[src/rtl/axi2mem_tcdm_rdwr_arb.sv]
// Shares one TCDM initiator port between the axi2mem read and write channels.
// Arbitration is round-robin with lock-on-stall, and an in-order owner queue
// steers each response valid back to the channel that issued the request.
// Optional macro AXI2MEM_TCDM_ARB_ERR_EN adds a sticky protocol error flag err_o.
module axi2mem_tcdm_rdwr_arb #(
  parameter int MAX_OUTSTANDING = 2,
  parameter int ADDR_WIDTH      = 32,
  parameter int DATA_WIDTH      = 32
) (
  input  logic                    clk_i,
  input  logic                    rst_i,
  input  logic                    rd_req_i,
  input  logic [ADDR_WIDTH-1:0]   rd_add_i,
  input  logic                    rd_we_i,
  input  logic [DATA_WIDTH-1:0]   rd_wdata_i,
  input  logic [DATA_WIDTH/8-1:0] rd_be_i,
  output logic                    rd_gnt_o,
  output logic [DATA_WIDTH-1:0]   rd_r_rdata_o,
  output logic                    rd_r_valid_o,
  input  logic                    wr_req_i,
  input  logic [ADDR_WIDTH-1:0]   wr_add_i,
  input  logic                    wr_we_i,
  input  logic [DATA_WIDTH-1:0]   wr_wdata_i,
  input  logic [DATA_WIDTH/8-1:0] wr_be_i,
  output logic                    wr_gnt_o,
  output logic [DATA_WIDTH-1:0]   wr_r_rdata_o,
  output logic                    wr_r_valid_o,
  output logic                    tcdm_req_o,
  output logic [ADDR_WIDTH-1:0]   tcdm_add_o,
  output logic                    tcdm_we_o,
  output logic [DATA_WIDTH-1:0]   tcdm_wdata_o,
  output logic [DATA_WIDTH/8-1:0] tcdm_be_o,
  input  logic                    tcdm_gnt_i,
  input  logic [DATA_WIDTH-1:0]   tcdm_r_rdata_i,
  input  logic                    tcdm_r_valid_i
`ifdef AXI2MEM_TCDM_ARB_ERR_EN
  ,
  output logic                    err_o
`endif
);

  localparam int CNT_W = $clog2(MAX_OUTSTANDING) + 1;
  // A single-entry queue still gets a 1-bit pointer; the count caps occupancy.
  localparam int PTR_W = (MAX_OUTSTANDING > 1) ? $clog2(MAX_OUTSTANDING) : 1;

  // Channel encoding shared by rr_ptr, lock_owner and queue entries: 0=RD, 1=WR.
  logic               rr_ptr;
  logic               lock;
  logic               lock_owner;
  logic [CNT_W-1:0]   count;
  logic [PTR_W-1:0]   wr_ptr;
  logic [PTR_W-1:0]   rd_ptr;
  logic [2**PTR_W-1:0] owner_q;

  logic sel_valid;
  logic sel_wr;
  logic owner_req;
  logic lock_dropped;
  logic full;
  logic push;
  logic pop;
  logic head;

  always_comb begin
    owner_req    = lock_owner ? wr_req_i : rd_req_i;
    lock_dropped = lock && !owner_req;
    sel_valid    = rd_req_i || wr_req_i;
    if (lock && owner_req)          sel_wr = lock_owner;
    else if (rd_req_i && wr_req_i)  sel_wr = rr_ptr;
    else                            sel_wr = wr_req_i;
  end

  // A response in the same cycle frees a slot, so a full queue may still issue.
  assign full       = (count == CNT_W'(MAX_OUTSTANDING));
  assign tcdm_req_o = sel_valid && (!full || tcdm_r_valid_i);
  assign push       = tcdm_req_o && tcdm_gnt_i;
  assign rd_gnt_o   = push && !sel_wr;
  assign wr_gnt_o   = push && sel_wr;

  assign tcdm_add_o   = !sel_valid ? '0   : (sel_wr ? wr_add_i   : rd_add_i);
  assign tcdm_we_o    = !sel_valid ? 1'b0 : (sel_wr ? wr_we_i    : rd_we_i);
  assign tcdm_wdata_o = !sel_valid ? '0   : (sel_wr ? wr_wdata_i : rd_wdata_i);
  assign tcdm_be_o    = !sel_valid ? '0   : (sel_wr ? wr_be_i    : rd_be_i);

  // Responses with nothing outstanding are dropped rather than popped.
  assign pop          = tcdm_r_valid_i && (count != '0);
  assign head         = owner_q[rd_ptr];
  assign rd_r_valid_o = pop && !head;
  assign wr_r_valid_o = pop && head;
  assign rd_r_rdata_o = tcdm_r_rdata_i;
  assign wr_r_rdata_o = tcdm_r_rdata_i;

  always_ff @(posedge clk_i) begin
    if (rst_i) begin
      rr_ptr     <= 1'b0;
      lock       <= 1'b0;
      lock_owner <= 1'b0;
      count      <= '0;
      wr_ptr     <= '0;
      rd_ptr     <= '0;
      owner_q    <= '0;
    end else begin
      if (push) begin
        owner_q[wr_ptr] <= sel_wr;
        wr_ptr          <= wr_ptr + 1'b1;
        rr_ptr          <= ~sel_wr;
      end
      if (pop) rd_ptr <= rd_ptr + 1'b1;
      case ({push, pop})
        2'b10:   count <= count + 1'b1;
        2'b01:   count <= count - 1'b1;
        default: count <= count;
      endcase
      if (push) begin
        lock <= 1'b0;
      end else if (tcdm_req_o) begin
        lock       <= 1'b1;
        lock_owner <= sel_wr;
      end else if (lock_dropped) begin
        lock <= 1'b0;
      end
    end
  end

`ifdef AXI2MEM_TCDM_ARB_ERR_EN
  always_ff @(posedge clk_i) begin
    if (rst_i)                                               err_o <= 1'b0;
    else if ((tcdm_r_valid_i && count == '0) || lock_dropped) err_o <= 1'b1;
  end
`endif

endmodule

[config.mk]
export PLATFORM = sky130hd
export DESIGN_NAME = axi2mem_tcdm_rdwr_arb
export DESIGN_NICKNAME = d
export VERILOG_FILES = /design/src/rtl/axi2mem_tcdm_rdwr_arb.sv
export SDC_FILE = /design/constraint.sdc
export NUM_CORES = 1
export LEC_CHECK = 0
export BUFFER_PORTS_ARGS = -buffer_cell sky130_fd_sc_hd__buf_2
export CORE_AREA = 8 8 115 117
export CTS_BUF_LIST = sky130_fd_sc_hd__clkbuf_4 sky130_fd_sc_hd__clkbuf_8
export DETAILED_ROUTE_END_ITERATION = 7
export DIE_AREA = 0 0 123 125
export HOLD_SLACK_MARGIN = 0.1
export PLACE_DENSITY = 0.59
export SYNTH_ARGS = -nofsm -noshare
export SYNTH_HDL_FRONTEND = slang
export SYNTH_SLANG_ARGS = --single-unit
[constraint.sdc]
create_clock -name clk_i -period 1.7 [get_ports clk_i]
set_clock_uncertainty 0.15 [all_clocks]
set_input_delay 0.255 -clock clk_i [delete_from_list [all_inputs] [get_ports clk_i]]
set_output_delay 0.255 -clock clk_i [all_outputs]
set_load 0.02 [all_outputs]
==> impl_metrics.env <==
export IMPL_outcome="complete, but fails checks"
export IMPL_violations="setup timing"
export IMPL_clock_path_buffers=2
export IMPL_p_per_area_nw_per_um2=632
export IMPL_arrival_ns=1.69
export IMPL_vias=2365
export IMPL_drc=0
export IMPL_slew_viol_final=0
export IMPL_endpoint_kind="primary output"
export IMPL_path_cells="mux2i_4 -> o21a_4 -> buf_12 -> buf_16 -> a22o_4 -> buf_6"
export IMPL_yosysSeqAreaShare_pct=10.9
export IMPL_avgSynthCellArea_um2=8.06
export IMPL_synth_fp_nets=382
export IMPL_clkPwrFrac_pct=11.9
export IMPL_initial_core_util_pct=14.2
export IMPL_critPathSlowestCell="dfxtp_2"
export IMPL_drive_gt1_share_pct=78.2
export IMPL_fin_crit_ns=2.10
export IMPL_placed_area_um2=2760
export IMPL_synth_area_leaders="a22o_1 (37%), buf_4 (29%), dfxtp_1 (11%), buf_2 (2.4%), nor2_1 (1.6%)"
export IMPL_wirelength_mm=10.5
export IMPL_hpwl_mm=8.22
export IMPL_min_period_over_period_pct=123
export IMPL_internal_power_w=0.00139
export IMPL_cp_num_buf_inv=3
export IMPL_power_frac_seq_pct=13.7
export IMPL_gp_congestion=0.832
export IMPL_clkTransAtPathRegs_ns=0.05
export IMPL_hold_viol=0
export IMPL_cts_tree="done"
export IMPL_syn_inst=205
export IMPL_grt_pass1_vias=2639
export IMPL_first_pass_iters=4
export IMPL_comb_power_share_pct=74.4
export IMPL_overflow=0
export IMPL_nets=563
export IMPL_antenna_found_initial=0
export IMPL_yosys_warnings=0
export IMPL_die_h_um=125
export IMPL_netSwitchingPower_w=0.000889
export IMPL_holdBufCountCts=0
export IMPL_cp_required_ns=1.29
export IMPL_critPathKind="flip-flop to primary output"
export IMPL_diodes=0
export IMPL_fmax_ghz=0.477
export IMPL_synth_area_um2=1650
export IMPL_post_route_cell_area_um2=3600
export IMPL_h_tree_depth=1
export IMPL_cpPeakStageDelay_ns=0.33
export IMPL_async_flop_share_pct=0
export IMPL_grt_usage_pct=12.1
export IMPL_vias_per_cell=4.45
export IMPL_tightest_slew_ns=0.431
export IMPL_leakage_nw=1.86
export IMPL_chipWidth_um=123
export IMPL_synthFlopType="dfxtp_1"
export IMPL_die_area_um2=15400
export IMPL_grt_pass1_wl_mm=14.8
export IMPL_areaGrowthSynthToFinish_pct=118
export IMPL_synth_largest_area_cell="a22o_1"
export IMPL_antenna_left=0
export IMPL_yosysMostFrequentCell="a22o_1"
export IMPL_finalSetupViolCount=70
export IMPL_slew_limit_headroom_pct=70.9
export IMPL_cap_violations=0
export IMPL_synth_top_area_share_pct=36.6
export IMPL_cpLargestDelayFamily="compound AO/OA/AOI/OAI gates"
export IMPL_drt_iter0_markers=26
export IMPL_pre_cts_ws_ns=-0.254
export IMPL_rows=40
export IMPL_cp_max_fo=8
export IMPL_insertion_delay_ns=0.23
export IMPL_avgRoutedWirePerCell_um=19.7
export IMPL_hp_class="input port to flip-flop"
export IMPL_cts_sinks=9
export IMPL_ir_worst_vdd_mv=0.445
export IMPL_cp_start_kind="flip-flop"
export IMPL_design_portCount=314
export IMPL_cts_root_buf="clkbuf_8"
export IMPL_rsz0062_at_grt="yes"
export IMPL_ys_types=32
export IMPL_io_buffer_count=217
export IMPL_synth_common_cells="a22o_1 (69), buf_4 (64), dfxtp_1 (9)"
export IMPL_core_area_um2=11600
export IMPL_synth_edf_count=0
export IMPL_fin_ws_ns=-0.398
export IMPL_grt_max_degree=35
export IMPL_numCtsBuffers=3
export IMPL_synth_seq_cells=9
export IMPL_switching_share_pct=39.0
[layout by cell type (no fill, tap or decap), types with 2 or more instances in the layout]
cell type  instances
buf_2            146
buf_6             72
a22o_1            46
buf_4             27
a22o_4            23
buf_16             6
dfxtp_1            6
inv_1              4
nor2_1             4
buf_12             4
o21ai_0            3
or3_1              3
a21oi_1            3
clkbuf_8           3
nor2_2             2
inv_2              2
nand2_1            2
xor2_1             2
dfxtp_2            2
[timing repair]
| action | in CTS | in global routing |
|---|---|---|
| setup endpoints to repair | 72 | 74 |
| gates cloned | 6 | 0 |
| gates resized for setup | 149 | 20 |
| pin swaps | 47 | 15 |
| setup buffers | 9 | 6 |
[worst paths after layout]
kind / startpoint / end / slack, ns / cells after the start
max: lock$_SDFFE_PP0P_ / tcdm_add_o[1] / -0.40 / 6
max reg2reg: count[0]$_SDFFE_PP0P_ / count[1]$_SDFFE_PP0P_ / 0.03 / 7
min reg2reg: lock$_SDFFE_PP0P_ / lock$_SDFFE_PP0P_ / 0.34 / 2
min: rst_i / lock$_SDFFE_PP0P_ / 0.15 / 2
[layer usage]
metal	up-vias	share of wire [%]	track usage, %	wire length [µm]
met5	-	0	0	0
met4	0	1.2	1.84	128
li1	1071	-	-	-
met2	164	53	23.2	5560
met1	1113	34	12.7	3600
met3	17	11	3.47	1200
[flip-flops by register name, summed over array words and instances, names as in the netlist]
register	flops
count	2
owner_q	2
lock	1
lock_owner	1
rd_ptr	1
rr_ptr	1
wr_ptr	1
[worst reg2reg max path: stages, from the launching register on]
cell     delay (ns)
dfxtp_4        0.35
buf_4          0.14
o21ai_2        0.14
inv_1          0.09
ha_4           0.16
xnor2_1        0.13
or3_1          0.31
a21oi_1        0.13
[metrics by stage]
stage | utilization (%) | TNS [ns] | total power (W) | cells | hold slack (ns)
after floorplan | - | -1.90 | 0.00123 | 205 | 0.307
after global placement | 23.8 | -7.64 | 0.00152 | 509 | 0.327
after detailed placement | 23.8 | -10.71 | 0.00154 | 509 | 0.335
after CTS | 30.4 | -26.03 | 0.00219 | 528 | 0.151
after global routing | 31.0 | -28.23 | 0.00241 | 532 | 0.168
final | 31.0 | -24.20 | 0.00228 | 532 | 0.148
[power groups by stage]
stage / sequential, W / combinational (W) / clock (W)
3_5_place_dp: 0.000303 / 0.00124 / 0
4_1_cts: 0.000305 / 0.00161 / 0.000275
5_1_grt: 0.000318 / 0.00180 / 0.000287
3_3_place_gp: 0.000301 / 0.00121 / 0
6_report: 0.000312 / 0.00169 / 0.000272
2_1_floorplan: 0.000301 / 0.000930 / 0
[kinds of logic after synthesis]
| family | synth area share (%) |
|---|---|
| AO/OA/AOI/OAI | 43.8 |
| buffers and inverters | 35.6 |
| AND/OR/NAND/NOR | 5.45 |
| flip-flops | 10.9 |
| XOR/XNOR | 1.59 |
| multiplexers | 1.89 |
| adder cells (fa/ha/maj) | 0.757 |
[final cells by class]
| cell class | count | area (µm²) |
|---|---|---|
| multi-input combinational | 110 | 1150 |
| fill | 1193 | 8010 |
| inverter | 6 | 22.5 |
| clock buffer | 4 | 48.8 |
| sequential | 9 | 186 |
| timing repair buffer | 256 | 2000 |
| tap | 147 | 184 |
(Power assumes the default switching activity.)
